`config.mk`:
```
export PLATFORM = sky130hd
export DESIGN_NAME = lcd_hex_driver_flat
export DESIGN_NICKNAME = d
export VERILOG_FILES = /design/src/rtl/lcd_hex_driver_if.sv /design/src/rtl/lcd_hex_driver.sv /design/src/flat_wrapper.sv
export SDC_FILE = /design/constraint.sdc
export NUM_CORES = 1
export LEC_CHECK = 0
export CAP_MARGIN = 20
export CORE_MARGIN = 3
export CORE_UTILIZATION = 50
export DETAILED_ROUTE_END_ITERATION = 12
export PLACE_DENSITY_LB_ADDON = 0.3
export SYNTH_ARGS = -nofsm -noshare
export SYNTH_HDL_FRONTEND = slang
export SYNTH_SLANG_ARGS = --single-unit
export TNS_END_PERCENT = 5
```
`constraint.sdc`:
```
create_clock -name clock -period 6.85 [get_ports clock]
set_input_delay 0.685 -clock clock [delete_from_list [all_inputs] [get_ports clock]]
set_output_delay 0.685 -clock clock [all_outputs]
set_load 0.02 [all_outputs]
```
`src/rtl/lcd_hex_driver_if.sv`:
```
// lcd_hex_driver_if: HD44780 parallel write bus (8-bit data, RS, RW, EN).
// The driver owns the bus through the master modport; the panel side, or a
// bench watching the pins, uses the slave modport.
interface lcd_hex_driver_if;
  logic [7:0] LCD_DATA;
  logic       LCD_RS;
  logic       LCD_RW;
  logic       LCD_EN;

  modport master (output LCD_DATA, output LCD_RS, output LCD_RW, output LCD_EN);
  modport slave  (input  LCD_DATA, input  LCD_RS, input  LCD_RW, input  LCD_EN);
endinterface

```
`src/rtl/lcd_hex_driver.sv`:
```
// lcd_hex_driver: shows two 32-bit words as 8 uppercase hex characters each
// on row 0 and row 1 of a 16x2 HD44780 LCD.
// It runs the power-up wait and init commands once, then refreshes both rows
// in an endless loop. Every byte uses the same sequence:
// SETUP (1 cycle), PULSE (EN high), HOLD (EN low).
// Optional macro LCD_PAD_EN: after the hex characters of each row, write
// 8 spaces so that columns 8-15 are blank.
module lcd_hex_driver #(
  parameter int CNT_W          = 20,
  parameter int POWERUP_CYCLES = 750000,
  parameter int EN_CYCLES      = 16,
  parameter int CMD_CYCLES     = 2500,
  parameter int CLEAR_CYCLES   = 100000
) (
  input  logic                    clock,
  input  logic                    reset,
  input  logic [31:0]             line1,
  input  logic [31:0]             line2,
  lcd_hex_driver_if.master        lcd,
  output logic                    init_done,
  output logic                    frame_done
);

  typedef enum logic [2:0] {
    ST_PWRUP, ST_INIT, ST_ADDR1, ST_CHAR1, ST_ADDR2, ST_CHAR2
  } state_e;

  typedef enum logic [1:0] {
    PH_SETUP, PH_PULSE, PH_HOLD
  } phase_e;

  state_e           state_q, state_d;
  phase_e           phase_q, phase_d;
  logic [CNT_W-1:0] cnt_q, cnt_d;
  logic [2:0]       idx_q, idx_d;
  logic [31:0]      snap1_q, snap1_d;
  logic [31:0]      snap2_q, snap2_d;
  logic [7:0]       data_q, data_d;
  logic             rs_q, rs_d;
  logic             en_q, en_d;
  logic             init_done_q, init_done_d;
  logic             frame_done_q, frame_done_d;
  logic             load_s;
  logic             pad_s;
`ifdef LCD_PAD_EN
  logic             pad_q, pad_d;
`endif

  // ASCII code for one hex digit, uppercase
  function automatic logic [7:0] hex_char(input logic [3:0] n);
    logic [7:0] c;
    if (n < 4'd10) begin
      c = 8'h30 + {4'h0, n};
    end else begin
      c = 8'h37 + {4'h0, n};
    end
    return c;
  endfunction

  // Init command for step i (function set, display on, clear, entry mode)
  function automatic logic [7:0] init_cmd(input logic [1:0] i);
    logic [7:0] c;
    case (i)
      2'd0:    c = 8'h38;
      2'd1:    c = 8'h0C;
      2'd2:    c = 8'h01;
      2'd3:    c = 8'h06;
      default: c = 8'h00;
    endcase
    return c;
  endfunction

  // Nibble shown in column i; column 0 holds the MSB nibble
  function automatic logic [3:0] nibble_at(input logic [31:0] v, input logic [2:0] i);
    logic [31:0] s;
    s = v >> {(3'd7 - i), 2'b00};
    return s[3:0];
  endfunction

  // Next-state logic for the phase/delay sequencer, the row FSM and the pin values
  always_comb begin
    state_d      = state_q;
    phase_d      = phase_q;
    cnt_d        = cnt_q;
    idx_d        = idx_q;
    snap1_d      = snap1_q;
    snap2_d      = snap2_q;
    data_d       = data_q;
    rs_d         = rs_q;
    init_done_d  = init_done_q;
    frame_done_d = 1'b0;
    load_s       = 1'b0;
`ifdef LCD_PAD_EN
    pad_d        = pad_q;
`endif

    if (cnt_q != '0) begin
      cnt_d = cnt_q - CNT_W'(1);
    end else begin
      case (phase_q)
        PH_SETUP: begin
          if (state_q == ST_PWRUP) begin
            phase_d = PH_HOLD;
            cnt_d   = CNT_W'(POWERUP_CYCLES - 1);
          end else begin
            phase_d = PH_PULSE;
            cnt_d   = CNT_W'(EN_CYCLES - 1);
          end
        end
        PH_PULSE: begin
          phase_d = PH_HOLD;
          // The clear command needs a much longer settle time than any other byte
          if (data_q == 8'h01 && !rs_q) begin
            cnt_d = CNT_W'(CLEAR_CYCLES - 1);
          end else begin
            cnt_d = CNT_W'(CMD_CYCLES - 1);
          end
        end
        PH_HOLD: begin
          phase_d = PH_SETUP;
          cnt_d   = '0;
          load_s  = 1'b1;
          case (state_q)
            ST_PWRUP: begin
              state_d = ST_INIT;
              idx_d   = 3'd0;
            end
            ST_INIT: begin
              if (idx_q[1:0] == 2'd3) begin
                state_d     = ST_ADDR1;
                idx_d       = 3'd0;
                init_done_d = 1'b1;
              end else begin
                state_d = ST_INIT;
                idx_d   = idx_q + 3'd1;
              end
            end
            ST_ADDR1: begin
              state_d = ST_CHAR1;
              idx_d   = 3'd0;
            end
            ST_CHAR1: begin
              idx_d = idx_q + 3'd1;
              if (idx_q == 3'd7) begin
`ifdef LCD_PAD_EN
                if (pad_q) begin
                  pad_d   = 1'b0;
                  state_d = ST_ADDR2;
                end else begin
                  pad_d   = 1'b1;
                  state_d = ST_CHAR1;
                end
`else
                state_d = ST_ADDR2;
`endif
              end else begin
                state_d = ST_CHAR1;
              end
            end
            ST_ADDR2: begin
              state_d = ST_CHAR2;
              idx_d   = 3'd0;
            end
            ST_CHAR2: begin
              idx_d = idx_q + 3'd1;
              if (idx_q == 3'd7) begin
`ifdef LCD_PAD_EN
                if (pad_q) begin
                  pad_d        = 1'b0;
                  state_d      = ST_ADDR1;
                  frame_done_d = 1'b1;
                end else begin
                  pad_d   = 1'b1;
                  state_d = ST_CHAR2;
                end
`else
                state_d      = ST_ADDR1;
                frame_done_d = 1'b1;
`endif
              end else begin
                state_d = ST_CHAR2;
              end
            end
            default: begin
              state_d = ST_PWRUP;
              idx_d   = 3'd0;
            end
          endcase
        end
        default: begin
          phase_d = PH_SETUP;
          cnt_d   = '0;
        end
      endcase
    end

`ifdef LCD_PAD_EN
    pad_s = pad_d;
`else
    pad_s = 1'b0;
`endif

    // A new byte starts: capture both rows at the start of a frame, then choose the byte
    if (load_s) begin
      if (state_d == ST_ADDR1) begin
        snap1_d = line1;
        snap2_d = line2;
      end else begin
        snap1_d = snap1_q;
        snap2_d = snap2_q;
      end
      case (state_d)
        ST_INIT:  begin data_d = init_cmd(idx_d[1:0]); rs_d = 1'b0; end
        ST_ADDR1: begin data_d = 8'h80;                rs_d = 1'b0; end
        ST_CHAR1: begin
          data_d = pad_s ? 8'h20 : hex_char(nibble_at(snap1_q, idx_d));
          rs_d   = 1'b1;
        end
        ST_ADDR2: begin data_d = 8'hC0;                rs_d = 1'b0; end
        ST_CHAR2: begin
          data_d = pad_s ? 8'h20 : hex_char(nibble_at(snap2_q, idx_d));
          rs_d   = 1'b1;
        end
        default:  begin data_d = 8'h00;                rs_d = 1'b0; end
      endcase
    end else begin
      data_d = data_q;
      rs_d   = rs_q;
    end

    en_d = (phase_d == PH_PULSE);
  end

  // State and output registers; reset clears EN at once, even in the middle of a pulse
  always_ff @(posedge clock or negedge reset) begin
    if (!reset) begin
      state_q      <= ST_PWRUP;
      phase_q      <= PH_SETUP;
      cnt_q        <= '0;
      idx_q        <= 3'd0;
      snap1_q      <= 32'h0000_0000;
      snap2_q      <= 32'h0000_0000;
      data_q       <= 8'h00;
      rs_q         <= 1'b0;
      en_q         <= 1'b0;
      init_done_q  <= 1'b0;
      frame_done_q <= 1'b0;
`ifdef LCD_PAD_EN
      pad_q        <= 1'b0;
`endif
    end else begin
      state_q      <= state_d;
      phase_q      <= phase_d;
      cnt_q        <= cnt_d;
      idx_q        <= idx_d;
      snap1_q      <= snap1_d;
      snap2_q      <= snap2_d;
      data_q       <= data_d;
      rs_q         <= rs_d;
      en_q         <= en_d;
      init_done_q  <= init_done_d;
      frame_done_q <= frame_done_d;
`ifdef LCD_PAD_EN
      pad_q        <= pad_d;
`endif
    end
  end

  assign lcd.LCD_DATA = data_q;
  assign lcd.LCD_RS   = rs_q;
  assign lcd.LCD_RW   = 1'b0;
  assign lcd.LCD_EN   = en_q;
  assign init_done    = init_done_q;
  assign frame_done   = frame_done_q;

endmodule
```
`src/flat_wrapper.sv`:
```
// flat-port wrapper written by rule: the top's interface ports become plain ports
module lcd_hex_driver_flat 
#(
  parameter int CNT_W          = 20,
  parameter int POWERUP_CYCLES = 750000,
  parameter int EN_CYCLES      = 16,
  parameter int CMD_CYCLES     = 2500,
  parameter int CLEAR_CYCLES   = 100000
)
  (clock, reset, line1, line2, init_done, frame_done, lcd_LCD_DATA, lcd_LCD_RS, lcd_LCD_RW, lcd_LCD_EN);
  lcd_hex_driver_if lcd_i ();
  input  logic clock;
  input  logic reset;
  input  logic [31:0] line1;
  input  logic [31:0] line2;
  output logic init_done;
  output logic frame_done;
  output wire logic [$bits(lcd_i.LCD_DATA)-1:0] lcd_LCD_DATA;
  output wire logic [$bits(lcd_i.LCD_RS)-1:0] lcd_LCD_RS;
  output wire logic [$bits(lcd_i.LCD_RW)-1:0] lcd_LCD_RW;
  output wire logic [$bits(lcd_i.LCD_EN)-1:0] lcd_LCD_EN;
  assign lcd_LCD_DATA = lcd_i.LCD_DATA;
  assign lcd_LCD_RS = lcd_i.LCD_RS;
  assign lcd_LCD_RW = lcd_i.LCD_RW;
  assign lcd_LCD_EN = lcd_i.LCD_EN;
  lcd_hex_driver #(.CNT_W(CNT_W), .POWERUP_CYCLES(POWERUP_CYCLES), .EN_CYCLES(EN_CYCLES), .CMD_CYCLES(CMD_CYCLES), .CLEAR_CYCLES(CLEAR_CYCLES)) u_core (.clock(clock), .reset(reset), .line1(line1), .line2(line2), .lcd(lcd_i), .init_done(init_done), .frame_done(frame_done));
endmodule
```
==> metrics, run 1 <==
status=completed; ANT cells=0; TritonRoute pass-1 iters=5; Ys Warns=0; nets@finish=656; Required @ worst endpoint=7160 ps; Comb pwr share=7.8%; min-delay worst type=in -> async; Layout Skew=12.9 ps; fin util=62.6%; critical path type=reg -> reg; drc violations=0; P_int=0.863 mW; Final setup viols=0; CTS tree=done; Switching Fraction=23.1%; pin count of the biggest net entering global routing=54; Ports=79; Worst-Skew Late Latency=370 ps; post-synthesis net count=587; Post-synth ARST share=100%; crit path DAT=4420 ps; via count=4246; drt initial violations=266; clock root buffer=clkbuf_8; sequential element share of the synthesized area=47.6%; reg-to-reg setup timing slack=2740 ps; fmax=243 MHz; storage element area=0.00260 mm^2; synthesis-stage register bit count=104; fillers=862; # port buffers=77; Post-CTS Setup Bufs=0; area occupied by multi-input gates=0.00265 mm^2; Detailed Route WL=12900 um; setup TNS=0 ps; synth-to-layout area growth=19.8%; Die Ht=111 um; vias in the first global route=4286; r2r endpoint=u_core.lcd.LCD_DATA[2]; final worst-path cycle share=60.0%; full die area=0.0122 mm^2; Yosys cell types=66; GP Congestion=0.866; critical path startpoint category=flip-flop; Initial Utilization=52.2%; DR vias/cell=5.86; FF-to-FF path depth=13; layout cells sized above 1=18.7%; Crit Path Max Fanout=12; CTS resizes=0; die width=111 um; Clock Tree Buf Depth=2; PwrDens=171 mW/mm^2; ANT nets after route=0; Leakage=2.67 nW; Core Region=0.0105 mm^2; Primary FF master, synth=dfrtp_1; measured slew at the worst slew-check pin=1010 ps; synthesized netlist cell count=514; maximum capacitance violations=0; Sink Count=104; H-tree Lvls=3; launch point of the worst reg-to-reg path=u_core.cnt_q[2]; unrepaired setup endpoints after global routing=no; Avg WL per Cell=17.8 um; DPL Wire Length=9570 um; clock-pin slew on the worst setup and hold paths=100 ps; Rows=37; Worst IR Drop VDD=136 uV; mapped cell area=0.00546 mm^2; Fin. Hold Viols=0; CTS Buf Count=9; leading cell type in the layout, fill and taps excluded=dfrtp_1; hold_buf cts=0; GR Overflow Total=0; Final min period=4110 ps; Slew Limit Fails=0; Psw=0.260 mW; most frequent cells in the layout=dfrtp_1, clkdlybuf4s50_1, mux2_2; Reg power frac=57.4%; EDFF count, synth=0; global-route wire length before repair=21200 um; initial antenna violation count=0; Rel. slew slack=33.0%; Mapped Avg Cell Area=10.6 um^2; Tot GR Track Use=21.2%; clock share of power=34.8%; CP endpoint kind=flip-flop
-- worst max-delay path, cell delays in order, from the launching register on --
cell and delay, ps:
dfrtp_1 440, nor4_1 440, nand4b_2 370, nor2_8 290, mux2i_2 530, clkinv_2 350, mux2_2 360, a22oi_2 260
ha_1 220, inv_1 50, or4b_1 510, o21ai_1 90, a21oi_1 70, o21ai_1 70
-- synth_stat cells (2+ instances only) --
library cell | count | area share [%]
dfrtp_1 | 104 | 48
mux2_2 | 67 | 14
o21ai_0 | 58 | 5.3
nand2_1 | 31 | 2.1
nor2_1 | 30 | 2.1
inv_1 | 24 | 1.6
clkbuf_1 | 22 | 1.5
a21oi_1 | 16 | 1.5
nor3_1 | 15 | 1.4
o2111ai_1 | 13 | 2.1
xnor2_1 | 13 | 2.1
nand3_1 | 9 | 0.82
mux2i_1 | 8 | 1.5
xor2_1 | 8 | 1.3
ha_1 | 7 | 1.6
or3_1 | 6 | 0.69
nand2b_1 | 5 | 0.57
o211ai_1 | 5 | 0.69
o21a_1 | 5 | 0.69
a22oi_2 | 3 | 0.69
a31oi_1 | 3 | 0.34
nor3b_1 | 3 | 0.41
nor4_1 | 3 | 0.34
o21ai_1 | 3 | 0.27
or4_1 | 3 | 0.41
a21oi_2 | 2 | 0.32
a221o_1 | 2 | 0.37
a22o_1 | 2 | 0.32
nand4_1 | 2 | 0.23
nand4b_1 | 2 | 0.32
nor2b_1 | 2 | 0.23
o21bai_1 | 2 | 0.27
or2_1 | 2 | 0.23
or2_2 | 2 | 0.23
-- worst max-delay path by stage --
stage                                from                endpoint  slack (ps)  depth (start not counted)
after detailed placement  u_core.cnt_q[2]  u_core.lcd.LCD_DATA[2]        2780                         13
final                     u_core.cnt_q[2]  u_core.lcd.LCD_DATA[2]        2740                         13
after floorplan           u_core.cnt_q[7]  u_core.lcd.LCD_DATA[2]        3310                         14
after global placement    u_core.cnt_q[2]  u_core.lcd.LCD_DATA[2]        2900                         13
after CTS                 u_core.cnt_q[2]  u_core.lcd.LCD_DATA[2]        2760                         13
after global routing      u_core.cnt_q[2]  u_core.lcd.LCD_DATA[2]        2490                         13
-- per-stage QoR --
| step | hold WS, ps | setup slack, ps | area, um^2 | power [mW] | instances |
|---|---|---|---|---|---|
| 6_report | 328 | 2740 | 6550 | 1.12 | 724 |
| 5_1_grt | 381 | 2490 | 6550 | 1.17 | 724 |
| 4_1_cts | 353 | 2760 | 6550 | 1.13 | 724 |
| 3_5_place_dp | 481 | 2780 | 6340 | 0.745 | 708 |
| 3_3_place_gp | 462 | 2900 | 6340 | 0.742 | 708 |
| 2_1_floorplan | 389 | 3310 | 5460 | 0.683 | 514 |
-- sequential cells by signal, summed over array words and instances (netlist names) --
register	flops
u_core.snap1_q	32
u_core.snap2_q	32
u_core.cnt_q	20
u_core.lcd.LCD_DATA	8
u_core.idx_q	3
u_core.state_q	3
u_core.phase_q	2
u_core.frame_done	1
u_core.init_done	1
u_core.lcd.LCD_EN	1
u_core.lcd.LCD_RS	1
-- layer usage --
metal	share of wire, %	vias up	GRT usage [%]	wire, um
li1	-	1982	-	-
met1	45	2071	29.3	5850
met2	48	171	34.7	6150
met3	5.3	22	3.95	678
met4	1.7	0	5.25	214
met5	0	-	0	0
-- power groups by stage --
| stage | Clock (mW) | Sequential [mW] | Combinational, mW |
|---|---|---|---|
| 4_1_cts | 0.400 | 0.644 | 0.0893 |
| 6_report | 0.391 | 0.644 | 0.0878 |
| 3_3_place_gp | 0 | 0.655 | 0.0864 |
| 2_1_floorplan | 0 | 0.651 | 0.0328 |
| 3_5_place_dp | 0 | 0.656 | 0.0890 |
| 5_1_grt | 0.427 | 0.646 | 0.0970 |
-- kinds of logic (layout without fill, tap and decap cells) --
logic type                 Yosys count  in the layout  share of synthesized area [%]
AOI/OAI and AO/OA                  125            125                           15.0
xor gates and xnor gates            21             21                           3.37
adders and majority gates            7              7                           1.60
buffers and inverters               51            125                           3.78
DFF                                104            104                           47.6
muxes                               76             76                           15.5
other                                1              1                         0.0686
and+or+nand+nor                    129            129                           13.1
-- cell type report --
type	count	share of cell area, %
clock inverter	6	1.15
sequential	104	39.8
clock buffer	10	1.95
timing repair buffer	84	12.5
inverter	25	1.45
multi-input combinational	359	40.5
tap	136	2.60
Power figures use the tool's default switching activity.
==> run 2, diff against run 1 <==
- clock period: 6.85 -> 4.2 ns (I/O delays scaled with it)
==> metrics, run 2 (synthesis gave the netlist of run 1 again) <==
delay of the slowest cell on the worst path=580 ps; Final setup viols=0; worst path bufs/invs=2; Required @ worst endpoint=4510 ps; measured slew at the worst slew-check pin=890 ps; Die Ht=111 um; Core Region=0.0105 mm^2; Final min period=3760 ps; hold_buf cts=0; drt initial violations=290; CTS Buf Count=9; Final Non-Filler Cells=728; DR vias/cell=5.90; CP endpoint kind=flip-flop; Worst IR Drop VDD=266 uV; TritonRoute pass-1 iters=5; status=completed; Slew Limit Fails=0; Fin. Hold Viols=0; CP top delay family=simple AND/OR/NAND/NOR gates; maximum capacitance violations=0; die width=111 um; cell total after placement=712; Layout Skew=11.1 ps; Sink Count=104; Avg WL per Cell=17.9 um; Detailed Route WL=13000 um; Rel. slew slack=40.7%; crit path DAT=4070 ps; critical path type=reg -> reg; CTS resizes=0; Ports=79; nets@finish=660; initial antenna violation count=0; Rows=37; # port buffers=77; GP Congestion=0.913; Initial Utilization=52.2%; H-tree Lvls=3; leading cell type in the layout, fill and taps excluded=dfrtp_1; Leakage=2.67 nW; fillers=885; unrepaired setup endpoints after global routing=no; critical path startpoint category=flip-flop; vias in the first global route=4289; pin count of the biggest net entering global routing=63; CTS tree=done; layout cells sized above 1=19.3%; Worst-Skew Late Latency=380 ps; Clock Tree Buf Depth=2; GR Overflow Total=0; drc violations=0; setup TNS=0 ps; synth-to-layout area growth=19.9%; most frequent cells in the layout=dfrtp_1, clkdlybuf4s50_1, mux2_2; via count=4294; slowest CP cell=or4_1; Tot GR Track Use=21.7%; ANT cells=0; final worst-path cycle share=89.5%; CP Cell Sequence=or4_1 > nor4b_2 > a21oi_1 > a21oi_2 > inv_1 > a221o_1 > o22ai_2 > ha_1 > inv_1 > or4b_1 > o21ai_1 > a21oi_1 > o21ai_1; global-route wire length before repair=21700 um; top flop regs=u_core.snap1_q (32), u_core.snap2_q (32), u_core.cnt_q (20); full die area=0.0122 mm^2; clock root buffer=clkbuf_8; Post-CTS Setup Bufs=0; clock-pin slew on the worst setup and hold paths=100 ps; DPL Wire Length=9730 um; Crit Path Max Fanout=8; ANT nets after route=0; fmax=266 MHz; PwrDens=271 mW/mm^2; min-delay worst type=in -> async
[run 2: cell types whose count changed in the layout (fill, tap and decap cells not counted)]
cell	delta
inv_8	-2
inv_6	+1
buf_4	+4
clkinv_4	-1
clkbuf_8	+1
bufinv_16	-1
clkinvlp_4	+2
[run 2: path summary, 6_finish.rpt]
kind | startpoint | to | slack (ps) | cells past startpoint
max | u_core.cnt_q[2] | u_core.lcd.LCD_DATA[2] | 440 | 13
min | reset | u_core.snap2_q[7] | 100 | 1
max reg2reg | u_core.cnt_q[2] | u_core.lcd.LCD_DATA[2] | 440 | 13
min reg2reg | u_core.init_done | u_core.init_done | 500 | 1
max in group asynchronous | reset | u_core.snap2_q[28] | 3030 | 2
min in group clock | u_core.init_done | u_core.init_done | 500 | 1
[run 2: where the power goes]
group | internal [mW] | switching [mW] | leakage [nW]
sequential | 1.03 | 0.0204 | 1.23
clock | 0.235 | 0.347 | 0.0863
combinational | 0.0888 | 0.0543 | 1.36
[run 2: stage by stage]
step                instance area, um^2  hold slack (ps)  utilization (%)  setup slack, ps  power [mW]
floorplan                          5460              124                -              660        1.11
global placement                   6370              479             60.9              633        1.21
detailed placement                 6370              474             60.9              482        1.22
CTS                                6550              135             62.6              467        1.80
global route                       6550              154             62.6              186        1.85
finish                             6550             98.2             62.6              440        1.78
[run 2: final cells by class]
class,count,area (um^2),area share [%]
Clock buffer,11,141,2.16
Clock inverter,5,37.5,0.573
Inverter,25,95.1,1.45
Multi-Input combinational cell,359,2650,40.5
Sequential cell,104,2600,39.7
Tap cell,136,170,2.60
Timing Repair Buffer,88,851,13.0
[run 2: worst reg2reg max path: cells and delay by family (launching register included)]
| kind | cells | cell delay [ps] |
|---|---|---|
| and+or+nand+nor | 3 | 1530 |
| adders and majority gates | 1 | 200 |
| buffers and inverters | 2 | 200 |
| AOI/OAI and AO/OA | 7 | 1320 |
| DFF | 1 | 440 |
[run 2: metal layers]
metal,vias up,GRT usage (%),wire (um)
met5,-,0,0
met4,0,6.24,255
met3,18,5.70,832
met2,153,33.0,5900
met1,2128,30.8,6030
li1,1995,-,-
